[src/rtl/mc_pkg.sv]
// mc_pkg: state, ALU, mux-select and cmd encodings for the multicycle controller
package mc_pkg;
  typedef enum logic [3:0] {
    FETCH, DECODE, MEMADR, MEMRD, MEMWB, MEMWR, EXECR, EXECI, ALUWB, BRANCH
  } state_t;
  localparam logic [2:0] ALU_ADD = 3'b000;
  localparam logic [2:0] ALU_SUB = 3'b001;
  localparam logic [2:0] ALU_AND = 3'b010;
  localparam logic [2:0] ALU_ORR = 3'b011;
  localparam logic [2:0] ALU_EOR = 3'b100;
  localparam logic [1:0] SRCB_REG = 2'b00;
  localparam logic [1:0] SRCB_IMM = 2'b01;
  localparam logic [1:0] SRCB_4 = 2'b10;
  localparam logic [1:0] RES_ALUOUT = 2'b00;
  localparam logic [1:0] RES_DATA = 2'b01;
  localparam logic [1:0] RES_ALU = 2'b10;
  localparam logic [3:0] CMD_ADD = 4'b0100;
  localparam logic [3:0] CMD_SUB = 4'b0010;
  localparam logic [3:0] CMD_AND = 4'b0000;
  localparam logic [3:0] CMD_ORR = 4'b1100;
  localparam logic [3:0] CMD_EOR = 4'b0001;
  localparam logic [3:0] CMD_CMP = 4'b1010;
endpackage

[src/rtl/mc_alu_decode.sv]
// mc_alu_decode: maps Funct and CondEx to ALU op, flag writes, NoWrite and illegal cmd (ADD, quiet when alu_op=0)
module mc_alu_decode
  import mc_pkg::*;
(
  input  logic       alu_op,
  input  logic [5:0] funct,
  input  logic       cond_ex,
  output logic [2:0] alu_control,
  output logic [1:0] flag_w,
  output logic       no_write,
  output logic       illegal_cmd
);
  logic arith;
  always_comb begin
    alu_control = ALU_ADD;
    arith = 1'b0;
    no_write = 1'b0;
    illegal_cmd = 1'b0;
    if (alu_op)
      case (funct[4:1])
        CMD_ADD: arith = 1'b1;
        CMD_SUB: begin alu_control = ALU_SUB; arith = 1'b1; end
        CMD_AND: alu_control = ALU_AND;
        CMD_ORR: alu_control = ALU_ORR;
        CMD_EOR: alu_control = ALU_EOR;
        CMD_CMP: begin alu_control = ALU_SUB; arith = 1'b1; no_write = 1'b1; end
        default: illegal_cmd = 1'b1;
      endcase
    flag_w = {2{alu_op & funct[0] & cond_ex}} & {1'b1, arith};
  end
endmodule

[src/rtl/multicycle_controller.sv]
// multicycle_controller: per-instruction sequencing FSM driving datapath muxes/enables and a ready-handshaked memory port
module multicycle_controller
  import mc_pkg::*;
#(
  parameter logic [3:0] PC_REG = 4'd15,
  parameter int unsigned FETCH_TIMEOUT = 0
) (
  input  logic       clk,
  input  logic       reset,
  input  logic [1:0] Op,
  input  logic [5:0] Funct,
  input  logic [3:0] Rd,
  input  logic       CondEx,
  input  logic       mem_ready,
  output logic       IRWrite,
  output logic       AdrSrc,
  output logic       ALUSrcA,
  output logic [1:0] ALUSrcB,
  output logic [1:0] ResultSrc,
  output logic [1:0] ImmSrc,
  output logic [1:0] RegSrc,
  output logic [2:0] ALUControl,
  output logic [1:0] FlagW,
  output logic       PCWrite,
  output logic       RegWrite,
  output logic       MemWrite,
  output logic       mem_req,
  output logic       instr_done,
  output logic       illegal,
  output logic       mem_err
);
  state_t state, next;
  logic [31:0] cnt;
  logic alu_op, no_write, illegal_cmd, nowrite_q, timeout_hit, rw, pcs;
  assign alu_op = (state == EXECR || state == EXECI) && !reset;
  assign timeout_hit = FETCH_TIMEOUT != 0 && state == FETCH && !mem_ready && cnt + 32'd1 == FETCH_TIMEOUT;
  mc_alu_decode u_dec (
    .alu_op(alu_op),
    .funct(Funct),
    .cond_ex(CondEx),
    .alu_control(ALUControl),
    .flag_w(FlagW),
    .no_write(no_write),
    .illegal_cmd(illegal_cmd)
  );
  always_ff @(posedge clk)
    if (reset) begin
      state <= FETCH;
      cnt <= '0;
      nowrite_q <= 1'b0;
    end else begin
      state <= next;
      cnt <= (state != FETCH || mem_ready || timeout_hit) ? '0 : cnt + 32'd1;
      if (alu_op) nowrite_q <= no_write | illegal_cmd;
    end
  always_comb begin
    next = state;
    IRWrite = 1'b0;
    AdrSrc = 1'b0;
    ALUSrcA = 1'b0;
    ALUSrcB = SRCB_REG;
    ResultSrc = RES_ALUOUT;
    PCWrite = 1'b0;
    MemWrite = 1'b0;
    mem_req = 1'b0;
    instr_done = 1'b0;
    illegal = 1'b0;
    mem_err = 1'b0;
    rw = 1'b0;
    case (state)
      FETCH: begin
        mem_req = 1'b1;
        ALUSrcA = 1'b1;
        ALUSrcB = SRCB_4;
        ResultSrc = RES_ALU;
        IRWrite = mem_ready;
        PCWrite = mem_ready;
        mem_err = timeout_hit;
        next = mem_ready ? DECODE : FETCH;
      end
      DECODE: begin
        ALUSrcA = 1'b1;
        ALUSrcB = SRCB_4;
        ResultSrc = RES_ALU;
        illegal = Op == 2'b11;
        next = Op == 2'b01 ? MEMADR : Op == 2'b10 ? BRANCH : Op == 2'b11 ? FETCH : Funct[5] ? EXECI : EXECR;
      end
      MEMADR: begin
        ALUSrcB = SRCB_IMM;
        next = Funct[0] ? MEMRD : MEMWR;
      end
      MEMRD: begin
        mem_req = 1'b1;
        AdrSrc = 1'b1;
        next = mem_ready ? MEMWB : MEMRD;
      end
      MEMWR: begin
        mem_req = CondEx;
        AdrSrc = 1'b1;
        MemWrite = CondEx;
        instr_done = mem_ready | ~CondEx;
        next = instr_done ? FETCH : MEMWR;
      end
      MEMWB: begin
        ResultSrc = RES_DATA;
        rw = CondEx;
        instr_done = 1'b1;
        next = FETCH;
      end
      EXECR: begin
        illegal = illegal_cmd;
        next = ALUWB;
      end
      EXECI: begin
        ALUSrcB = SRCB_IMM;
        illegal = illegal_cmd;
        next = ALUWB;
      end
      ALUWB: begin
        rw = CondEx & ~nowrite_q;
        instr_done = 1'b1;
        next = FETCH;
      end
      BRANCH: begin
        ALUSrcB = SRCB_IMM;
        ResultSrc = RES_ALU;
        PCWrite = CondEx;
        instr_done = 1'b1;
        next = FETCH;
      end
      default: next = FETCH;
    endcase
    pcs = rw && Rd == PC_REG;
    RegWrite = rw & ~pcs;
    PCWrite = PCWrite | pcs;
    ImmSrc = Op;
    RegSrc = {Op == 2'b01, Op == 2'b10};
    if (reset)
      {IRWrite, AdrSrc, ALUSrcA, ALUSrcB, ResultSrc, ImmSrc, RegSrc, PCWrite, RegWrite, MemWrite, mem_req, instr_done, illegal, mem_err} = '0;
  end
endmodule

[config.mk]
export PLATFORM = sky130hd
export DESIGN_NAME = multicycle_controller
export DESIGN_NICKNAME = d
export VERILOG_FILES = /design/src/rtl/mc_pkg.sv /design/src/rtl/mc_alu_decode.sv /design/src/rtl/multicycle_controller.sv
export SDC_FILE = /design/constraint.sdc
export NUM_CORES = 1
export LEC_CHECK = 0
export CAP_MARGIN = 40
export CORE_ASPECT_RATIO = 1.4
export CORE_MARGIN = 1
export CORE_UTILIZATION = 34
export DETAILED_ROUTE_END_ITERATION = 7
export GPL_TIMING_DRIVEN = 1
export HOLD_SLACK_MARGIN = 0.1
export PLACE_DENSITY = 0.75
export SLEW_MARGIN = 15
export SYNTH_ARGS = -nofsm -noshare
export SYNTH_HDL_FRONTEND = slang
export SYNTH_HIERARCHICAL = 1
export SYNTH_SLANG_ARGS = --single-unit
export TNS_END_PERCENT = 30
[constraint.sdc]
create_clock -name clk -period 1.6 [get_ports clk]
set_clock_uncertainty 0.15 [all_clocks]
set_input_delay 0.32 -clock clk [delete_from_list [all_inputs] [get_ports clk]]
set_output_delay 0.32 -clock clk [all_outputs]
set_load 0.005 [all_outputs]
==> metrics.md <==
| Metric | Value |
|---|---|
| RSZ-0062 raised after global routing | yes |
| Setup ws final | -375.7 ps |
| Max Slew Vio Count | 0 |
| Min cycle time layout | 1976 ps |
| Setup violators final | 19 |
| Final period util | 1.235 |
| Routed via count | 1125 |
| Overall Global Routing Usage | 0.3012 |
| Crit path kind | flip-flop to primary output |
| PortBufs | 37 |
| Synthesized area per cell | 6.833 sq um |
| Critical-path cell list | nand3b_1 > nor2_4 > buf_6 > o211a_1 > nand2_1 > a21oi_2 > buf_2 |
| Drt pass-1 iters | 4 |
| Synth top area cells | dfxtp_1 14%, nor3_1 6.5%, buf_4 5.4% |
| Synth Register Bits | 5 |
| Largest net degree at the start of global routing | 11 |
| Synth warn | 6 |
| Synth top area share | 0.1436 |
| Clock latency on the worst-skew pair | 240 ps |
| Hold_buf cts | 0 |
| Root Buffer | clkbuf_4 |
| DR WL/cell | 16.27 um |
| Critical path arrival | 1510 ps |
| CP bufs+invs | 2 |
| Die H | 55.57 um |
| Worst Setup End Kind | primary output |
| Synth async-reset ratio | 0 |
| CP top delay family | simple AND/OR/NAND/NOR gates |
| Worst-path clk slew | 50 ps |
| DRC viols | 0 |
| Outcome | finished, violations left |
| Final HPWL DP | 2063 um |
| DR vias/cell | 5.435 |
| Mapped Area | 696.9 sq um |
| Initial Util | 0.3575 |
| RD Place Congestion | 0.7919 |
| # fillers | 126 |
| Hold Path Class | flip-flop to flip-flop |
| Sink Count | 5 |
| Area Overhead vs Synth | 120.1% |
| Post-Route Utilization | 0.7869 |
| Number of synthesized flops with an enable pin | 0 |
| Layout Cells excl Fill | 207 |
| Leading area contributor after synthesis | dfxtp_1 |
| Post-synthesis sequential area ratio | 0.1436 |
| Syn nets | 118 |
| Io pins | 39 |
| Share of cells above drive strength 1 | 0.5753 |
| Syn Inst Count | 102 |
| Max Clock Freq | 506.1 MHz |
| Die Area | 2238 sq um |
| Clk buf depth | 2 |
| First-pass GRT wire length | 4836 um |
| IR Drop Worst-Case VDD | 0.3929 mV |
| Final Routed Wirelength | 3367 um |
| Final Hold Vio Count | 0 |
| Vias in the first global route | 1153 |
| Critical Path RT | 1130 ps |
| Inserted Clock Buffers | 3 |
| Detail Route Antenna Nets | 0 |
| Top post-synthesis cells by count | 9 x nor2_1, 9 x nor3_1, 7 x inv_1 |
| CTS tree | yes |
| # diodes | 0 |
| DRT iter0 DRCs | 24 |
| Unique masters post-synth | 39 |
| Final total power | 0.6226 mW |
| Nets@finish | 203 |
| Initial antenna violation count | 0 |
| CP max-delay cell | dfxtp_2 |
| Dpl cells | 184 |
| Placement Rows | 19 |
| GRT Residual Overflow | 0 |
| Most used DFF post-synth | dfxtp_1 |
| Worst path max stage delay | 330 ps |
| CTS HTree Levels | 1 |
| Crit-path max FO | 3 |
| Violated checks | negative setup slack |
| # Max-Cap Violations | 0 |
| Die width | 40.27 um |
| Crit start category | flip-flop |
| DP Worst Slack | -846.0 ps |
| Power Dens Cells | 405.9 nW/um^2 |
| Static Leak | 0.7369 nW |
| Core Footprint | 1949 sq um |
-- stage by stage --
step / area, sq um / setup TNS, ps / hold slack, ps
after floorplan: 716.9 / -101.9 / 238.9
after global placement: 1289 / -15790 / 341.2
after detailed placement: 1289 / -16330 / 349.8
after CTS: 1494 / -3208 / 386.7
after global routing: 1534 / -5201 / 419.6
final: 1534 / -3948 / 396.3
-- worst paths after layout --
path | start | endpoint | slack, ps | cells past startpoint
hold reg to reg | nowrite_q | nowrite_q | 400 | 2
setup / recovery | state[3] | illegal | -380 | 7
hold / removal | nowrite_q | nowrite_q | 400 | 2
setup reg to reg | state[3] | nowrite_q | -100 | 9
-- cell usage in the layout (no fill, tap or decap), types with 4 or more instances in the layout --
cell type,instances
buf_2,23
buf_4,38
buf_6,10
dlygate4sd2_1,8
inv_1,7
nand2_1,5
nand2b_1,4
nand4_1,4
nor2_1,6
nor3_1,5
-- cell type report --
type	instances	area [sq um]	area share
inverter	7	26.28	0.01713
clock buffer	4	26.28	0.01713
tap	21	26.28	0.01713
multi-input combinational	82	675.6	0.4405
timing repair buffer	88	669.4	0.4364
sequential	5	110.1	0.07178
-- power by group --
group | internal [mW] | leakage [nW] | switching [mW]
Combinational | 0.182 | 0.679 | 0.149
Clock | 0.0947 | 0.0150 | 0.0577
Sequential | 0.131 | 0.0430 | 0.00866
-- sequential cells by signal, indices dropped and copies added, names as in the netlist --
register	flops
nowrite_q	1
state	4
-- worst reg2reg max path, stage by stage (launching register included) --
cell	delay, ps
dfxtp_2	330
nand3b_1	220
nor2_4	140
buf_6	110
buf_4	100
nand2b_4	60
buf_4	130
nor3_2	140
nor3_1	70
nor3_1	150
-- cell families (layout without fill, tap and decap cells) --
logic type / after synthesis / count (layout) / share of synthesized area
AO/OA/AOI/OAI: 19 / 19 / 0.2047
XOR/XNOR: 5 / 5 / 0.06285
buffers and inverters: 15 / 99 / 0.1113
flip-flops: 5 / 5 / 0.1436
multiplexers: 1 / 1 / 0.01436
other: 1 / 1 / 0.005381
AND/OR/NAND/NOR: 56 / 56 / 0.4578
-- what timing repair did --
action                     in CTS  in global routing
pin swaps                      14                  5
hold endpoints to repair        0                  0
setup buffers                  15                  3
gates resized for setup       142                 13
setup endpoints to repair      25                 22
gates cloned                    1                  0
-- layer usage --
metal	global-route usage	routed length, um	part of all wire	up-vias
met2	0.5899	1970	0.59	31
met1	0.2934	1202	0.36	545
met3	0.03200	125	0.037	8
met5	0	0	0	-
li1	-	-	-	541
met4	0.08571	69	0.020	0
No activity file was read; power rests on OpenSTA's default activity.
